--- src/rtl/serial_add_ctrl.sv ---
// Bit-serial add/subtract sequencer around a single FULLADDER cell, LSB first.
// Optional overflow output is enabled with `define SERADD_OVF_EN.

module FULLADDER (
  input  logic a,
  input  logic b,
  input  logic cy_in,
  output logic sum,
  output logic cy_out
);

  assign sum    = a ^ b ^ cy_in;
  assign cy_out = (a & b) | (a & cy_in) | (b & cy_in);

endmodule

module serial_add_ctrl #(
  parameter int WIDTH = 8,
  parameter int CNT_W = 4
) (
  input  logic             clk,
  input  logic             rst,
  input  logic             start,
  input  logic             sub,
  input  logic [WIDTH-1:0] a,
  input  logic [WIDTH-1:0] b,
  input  logic             cy_in,
  output logic             busy,
  output logic             done,
  output logic [WIDTH-1:0] sum,
`ifdef SERADD_OVF_EN
  output logic             ovf,
`endif
  output logic             cy_out
);

  typedef enum logic [1:0] {
    IDLE = 2'd0,
    RUN  = 2'd1,
    FIN  = 2'd2
  } state_t;

  state_t state, state_next;

  logic [WIDTH-1:0] a_sr, b_sr;
  logic [CNT_W-1:0] cnt;
  logic             cy;
  logic             fa_s, fa_c;
  logic             last_bit;

  FULLADDER u_fa (
    .a      (a_sr[0]),
    .b      (b_sr[0]),
    .cy_in  (cy),
    .sum    (fa_s),
    .cy_out (fa_c)
  );

  assign last_bit = (cnt == CNT_W'(WIDTH - 1));

  always_ff @(posedge clk or posedge rst) begin
    if (rst) state <= IDLE;
    else     state <= state_next;
  end

  always_comb begin
    state_next = state;
    case (state)
      IDLE:    if (start) state_next = RUN;
      RUN:     if (last_bit) state_next = FIN;
      FIN:     state_next = IDLE;
      default: state_next = IDLE;
    endcase
  end

  // busy/done are registered from the state, so each lags the state by one edge
  always_ff @(posedge clk or posedge rst) begin
    if (rst) begin
      busy <= 1'b0;
      done <= 1'b0;
    end else begin
      busy <= (state == RUN);
      done <= (state == FIN);
    end
  end

`ifdef SERADD_OVF_EN
  logic cy_msb;

  always_ff @(posedge clk or posedge rst) begin
    if (rst) begin
      cy_msb <= 1'b0;
      ovf    <= 1'b0;
    end else begin
      if (state == RUN && last_bit) cy_msb <= cy;
      if (state == FIN)             ovf    <= cy_msb ^ cy;
    end
  end
`endif

  // Operands shift out LSB first; result bits enter SUM at the MSB end
  always_ff @(posedge clk or posedge rst) begin
    if (rst) begin
      a_sr   <= '0;
      b_sr   <= '0;
      cy     <= 1'b0;
      cnt    <= '0;
      sum    <= '0;
      cy_out <= 1'b0;
    end else begin
      case (state)
        IDLE: begin
          if (start) begin
            a_sr <= a;
            b_sr <= sub ? ~b : b;
            cy   <= sub ? 1'b1 : cy_in;
            cnt  <= '0;
          end
        end
        RUN: begin
          a_sr <= a_sr >> 1;
          b_sr <= b_sr >> 1;
          sum  <= {fa_s, sum[WIDTH-1:1]};
          cy   <= fa_c;
          cnt  <= cnt + 1'b1;
        end
        FIN: cy_out <= cy;
        default: ;
      endcase
    end
  end

endmodule

--- config.mk ---
export PLATFORM = sky130hd
export DESIGN_NAME = serial_add_ctrl
export DESIGN_NICKNAME = d
export VERILOG_FILES = /design/src/rtl/serial_add_ctrl.sv
export SDC_FILE = /design/constraint.sdc
export NUM_CORES = 1
export LEC_CHECK = 0
export ABC_AREA = 1
export BUFFER_PORTS_ARGS = -buffer_cell sky130_fd_sc_hd__buf_2
export CORE_MARGIN = 2
export CORE_UTILIZATION = 50
export CTS_BUF_LIST = sky130_fd_sc_hd__clkbuf_8
export CTS_CLUSTER_SIZE = 14
export DETAILED_ROUTE_END_ITERATION = 6
export PLACE_DENSITY = 0.73
export SLEW_MARGIN = 40
export SYNTH_ARGS = -nofsm -noshare
export SYNTH_HDL_FRONTEND = slang
export SYNTH_SLANG_ARGS = --single-unit
--- constraint.sdc ---
create_clock -name clk -period 1.4 [get_ports clk]
set_clock_uncertainty 0.1 [all_clocks]
set_input_delay 0.14 -clock clk [delete_from_list [all_inputs] [get_ports clk]]
set_output_delay 0.14 -clock clk [all_outputs]
set_load 0.1 [all_outputs]
==> impl_table.tex <==
\begin{tabular}{lr}
\hline
Metric & Value \\
\hline
\multicolumn{2}{l}{\textbf{Critical path}} \\
Largest incremental delay on the critical path & 0.44 ns \\
Crit-path cells & buf\_2 \\
Beginning of the worst register-to-register path & cy \\
Number of buffers and inverters on the critical path & 1 \\
Critical Path Source Type & flop \\
Data arrival time at the worst-slack endpoint & 1.11 ns \\
Setup crit end kind & output port \\
Reg-to-reg slack, setup & 0.15 ns \\
Reg2Reg Depth & 5 \\
Crit Path Category & reg2out \\
Cell at the slowest stage of the critical path & buf\_2 \\
Largest delay contributor family on the critical path & buffers and inverters \\
R2R Path End & cy \\
Required time worst endpoint & 1.16 ns \\
Maximum net fanout on the critical path & 3 \\
\multicolumn{2}{l}{\textbf{Cells and area}} \\
Finished layout cell area & 0.002013 mm² \\
Net total in the final layout & 267 \\
Synthesis-to-layout area growth & 26.30\% \\
Number of inserted filler cells in the final layout & 278 \\
Diode insertion count for antenna repair & 0 \\
Combined area of the multi-input logic cells & 633.1 µm² \\
Share of cells above drive strength 1 & 0.2082 \\
Total area of sequential cells & 850.8 µm² \\
\multicolumn{2}{l}{\textbf{Timing}} \\
Relative slew slack & 0.6722 \\
Slew at the pin closest to its max-slew limit & 0.4951 ns \\
Final setup violating endpoints & 0 \\
F\_max & 738.4 MHz \\
Number of hold-slack violations in the final timing report & 0 \\
TNS Setup & 0 ns \\
Tcrit/Tclk final & 0.9674 \\
RSZ-0062 raised after global routing & no \\
Max Slew Vio Count & 0 \\
Post-layout min period & 1.354 ns \\
\multicolumn{2}{l}{\textbf{Pwr}} \\
Peak supply drop & 0.001156 V \\
Static leakage & 1.119 nW \\
Pwr dens & 2385 mW/mm² \\
\multicolumn{2}{l}{\textbf{Synth}} \\
Ranking of synthesized cells by area & dfrtp\_1 (53\%), nand2\_1 (20\%), nand3\_1 (12\%) \\
Most area-hungry cell type in the Yosys netlist & dfrtp\_1 \\
Number of enable flip-flop cells after synthesis & 0 \\
Top cell types by occurrence after synthesis & nand2\_1 (86), nand3\_1 (38), dfrtp\_1 (34) \\
Sequential fraction of the synthesis area & 0.5338 \\
Nets in the synthesized netlist & 222 \\
Proportion of synthesized flip-flops having asynchronous set or reset & 1.000 \\
Cells after Synth & 199 \\
Per-instance average area after synthesis & 8.010 µm² \\
Syn Std Cell Area & 0.001594 mm² \\
Yosys warns & 0 \\
Share of the synthesized area in the top cell type & 0.5338 \\
Count of different cell masters after synthesis & 18 \\
Prevailing post-synth register cell & dfrtp\_1 \\
Number of flip-flops and latches in the synthesized netlist & 34 \\
Most common cell in the synthesized netlist & nand2\_1 \\
\multicolumn{2}{l}{\textbf{Placement}} \\
HPWL after DPL & 2200 µm \\
Buffers on Ports & 31 \\
Weighted congestion at the end of routability-driven global placement & 0.7761 \\
Placed standard-cell area & 0.001832 mm² \\
\multicolumn{2}{l}{\textbf{Route}} \\
DRC errors left & 0 \\
Routed wire length per instance & 11.40 µm \\
WL final & 3295 µm \\
Number of design-rule violations left by the first detailed-router iteration & 76 \\
Mean number of vias per cell & 4.799 \\
Total via count after detailed routing & 1,387 \\
DR pass1 iterations & 4 \\
Post-route antenna net violation count & 0 \\
\multicolumn{2}{l}{\textbf{Min path}} \\
Count of cells along the worst hold path & 3 \\
Class of the tightest hold or removal check & in2reg \\
Worst min-delay path endpoint & b\_sr[7] \\
Hold Crit Start & b[7] \\
\multicolumn{2}{l}{\textbf{CTS}} \\
TritonCTS clock tree & yes \\
Total CTS buffers & 5 \\
Number of setup buffers added after CTS & 0 \\
Clock latency on the worst-skew pair & 0.29 ns \\
Post-CTS Resized & 0 \\
Longest Clk Path Bufs & 2 \\
H-tree depth & 2 \\
Clock transition at path regs & 0.07 ns \\
Hold Buf Count CTS & 9 \\
Sinks on Clock Net & 34 \\
Clock Root Buffer & clkbuf\_8 \\
\multicolumn{2}{l}{\textbf{Global routing}} \\
GR Util All Layers & 0.2279 \\
Maximum number of pins on one net before global-route repair & 35 \\
Total grt overflow & 0 \\
Wire length of the first global-routing pass & 5982 µm \\
Initial antenna violation count & 0 \\
Number of global-route vias before repair & 1,393 \\
\multicolumn{2}{l}{\textbf{Status}} \\
Status & complete, no violations \\
\multicolumn{2}{l}{\textbf{Die}} \\
Placement row count & 20 \\
Die Area & 0.003655 mm² \\
Die height & 60.46 µm \\
Starting utilization of the core area & 0.5221 \\
Die boundary width & 60.46 µm \\
Placeable core area & 0.003053 mm² \\
Count of boundary I/O pins & 32 \\
\multicolumn{2}{l}{\textbf{Run}} \\
Maxcap violations & 0 \\
\hline
\end{tabular}
[cell usage in the layout, fill, tap and decap left out, drive strengths merged]
cell type	n
nand4	1
clkinv	1
xnor2	2
buf	38
a21oi	1
nand3	39
o21ai	4
clkbuf	6
dfrtp	34
dlygate4sd3	9
nand2	87
ha	1
inv	17
fa	1
nor2	4
[how the worst max path moves through the flow]
stage          startpoint      to  slack (ns)  cells after the start
2_1_floorplan      sum[7]  sum[6]        0.05                      2
3_3_place_gp           cy      cy        0.17                      5
3_5_place_dp           cy      cy        0.15                      5
4_1_cts            sum[2]  sum[2]        0.04                      1
5_1_grt            sum[2]  sum[2]        0.01                      1
6_report           sum[2]  sum[2]        0.05                      1
[cell families (layout without fill, tap and decap cells)]
logic type,after synthesis,after routing,synth area share
xor+xnor,2,2,0.01099
buf+inv,25,71,0.06907
simple gates,131,131,0.3501
fa+ha+maj,2,2,0.02041
flops,34,34,0.5338
compound gates,5,5,0.01570
[through the flow]
step / power, W / utilization / setup WS [ns] / instances / hold slack, ns
after floorplan: 0.003522 / - / 0.04830 / 199 / 0.1496
after global placement: 0.004023 / 0.6000 / 0.1722 / 272 / 0.1510
after detailed placement: 0.004074 / 0.6000 / 0.1545 / 272 / 0.1515
after CTS: 0.004836 / 0.6594 / 0.03772 / 289 / 0.03646
after global routing: 0.005172 / 0.6594 / 0.01064 / 289 / 0.03849
final: 0.004801 / 0.6594 / 0.04568 / 289 / 0.03524
[report_power, final]
part           internal, W  switching [W]  leakage, nW  total [W]
combinational     0.000649        0.00176        0.631    0.00241
sequential         0.00139       0.000274        0.435    0.00166
clock             0.000389       0.000347       0.0524   0.000736
total              0.00242        0.00238         1.12    0.00480
[area by class of cell]
cell class / instances / share of cell area
inverter: 16 / 0.02983
sequential: 34 / 0.4226
clock buffer: 6 / 0.04102
clock inverter: 2 / 0.004351
multi-input combinational: 140 / 0.3145
timing repair buffer: 47 / 0.1603
tap: 44 / 0.02735
[tightest hold or removal path: cells and delay by family]
kind                      cells  cell delay (ns)
buffers and inverters         1             0.09
AOI/OAI and AO/OA             1             0.05
xor gates and xnor gates      1             0.10
[flip-flops by register name, summed over array words and instances, names as in the netlist]
signal and flops:
cy_out 1, sum 8, done 1, cnt 4
busy 1, cy 1, state 2, a_sr 8
b_sr 8
[routing by layer]
| metal | up-vias | GRT usage | wire (µm) |
|---|---|---|---|
| met5 | - | 0 | 0 |
| met4 | 0 | 0.1584 | 117 |
| met3 | 11 | 0.04904 | 162 |
| met2 | 47 | 0.3540 | 1514 |
| met1 | 617 | 0.2845 | 1500 |
| li1 | 712 | - | - |
No activity file was read; power rests on OpenSTA's default activity.
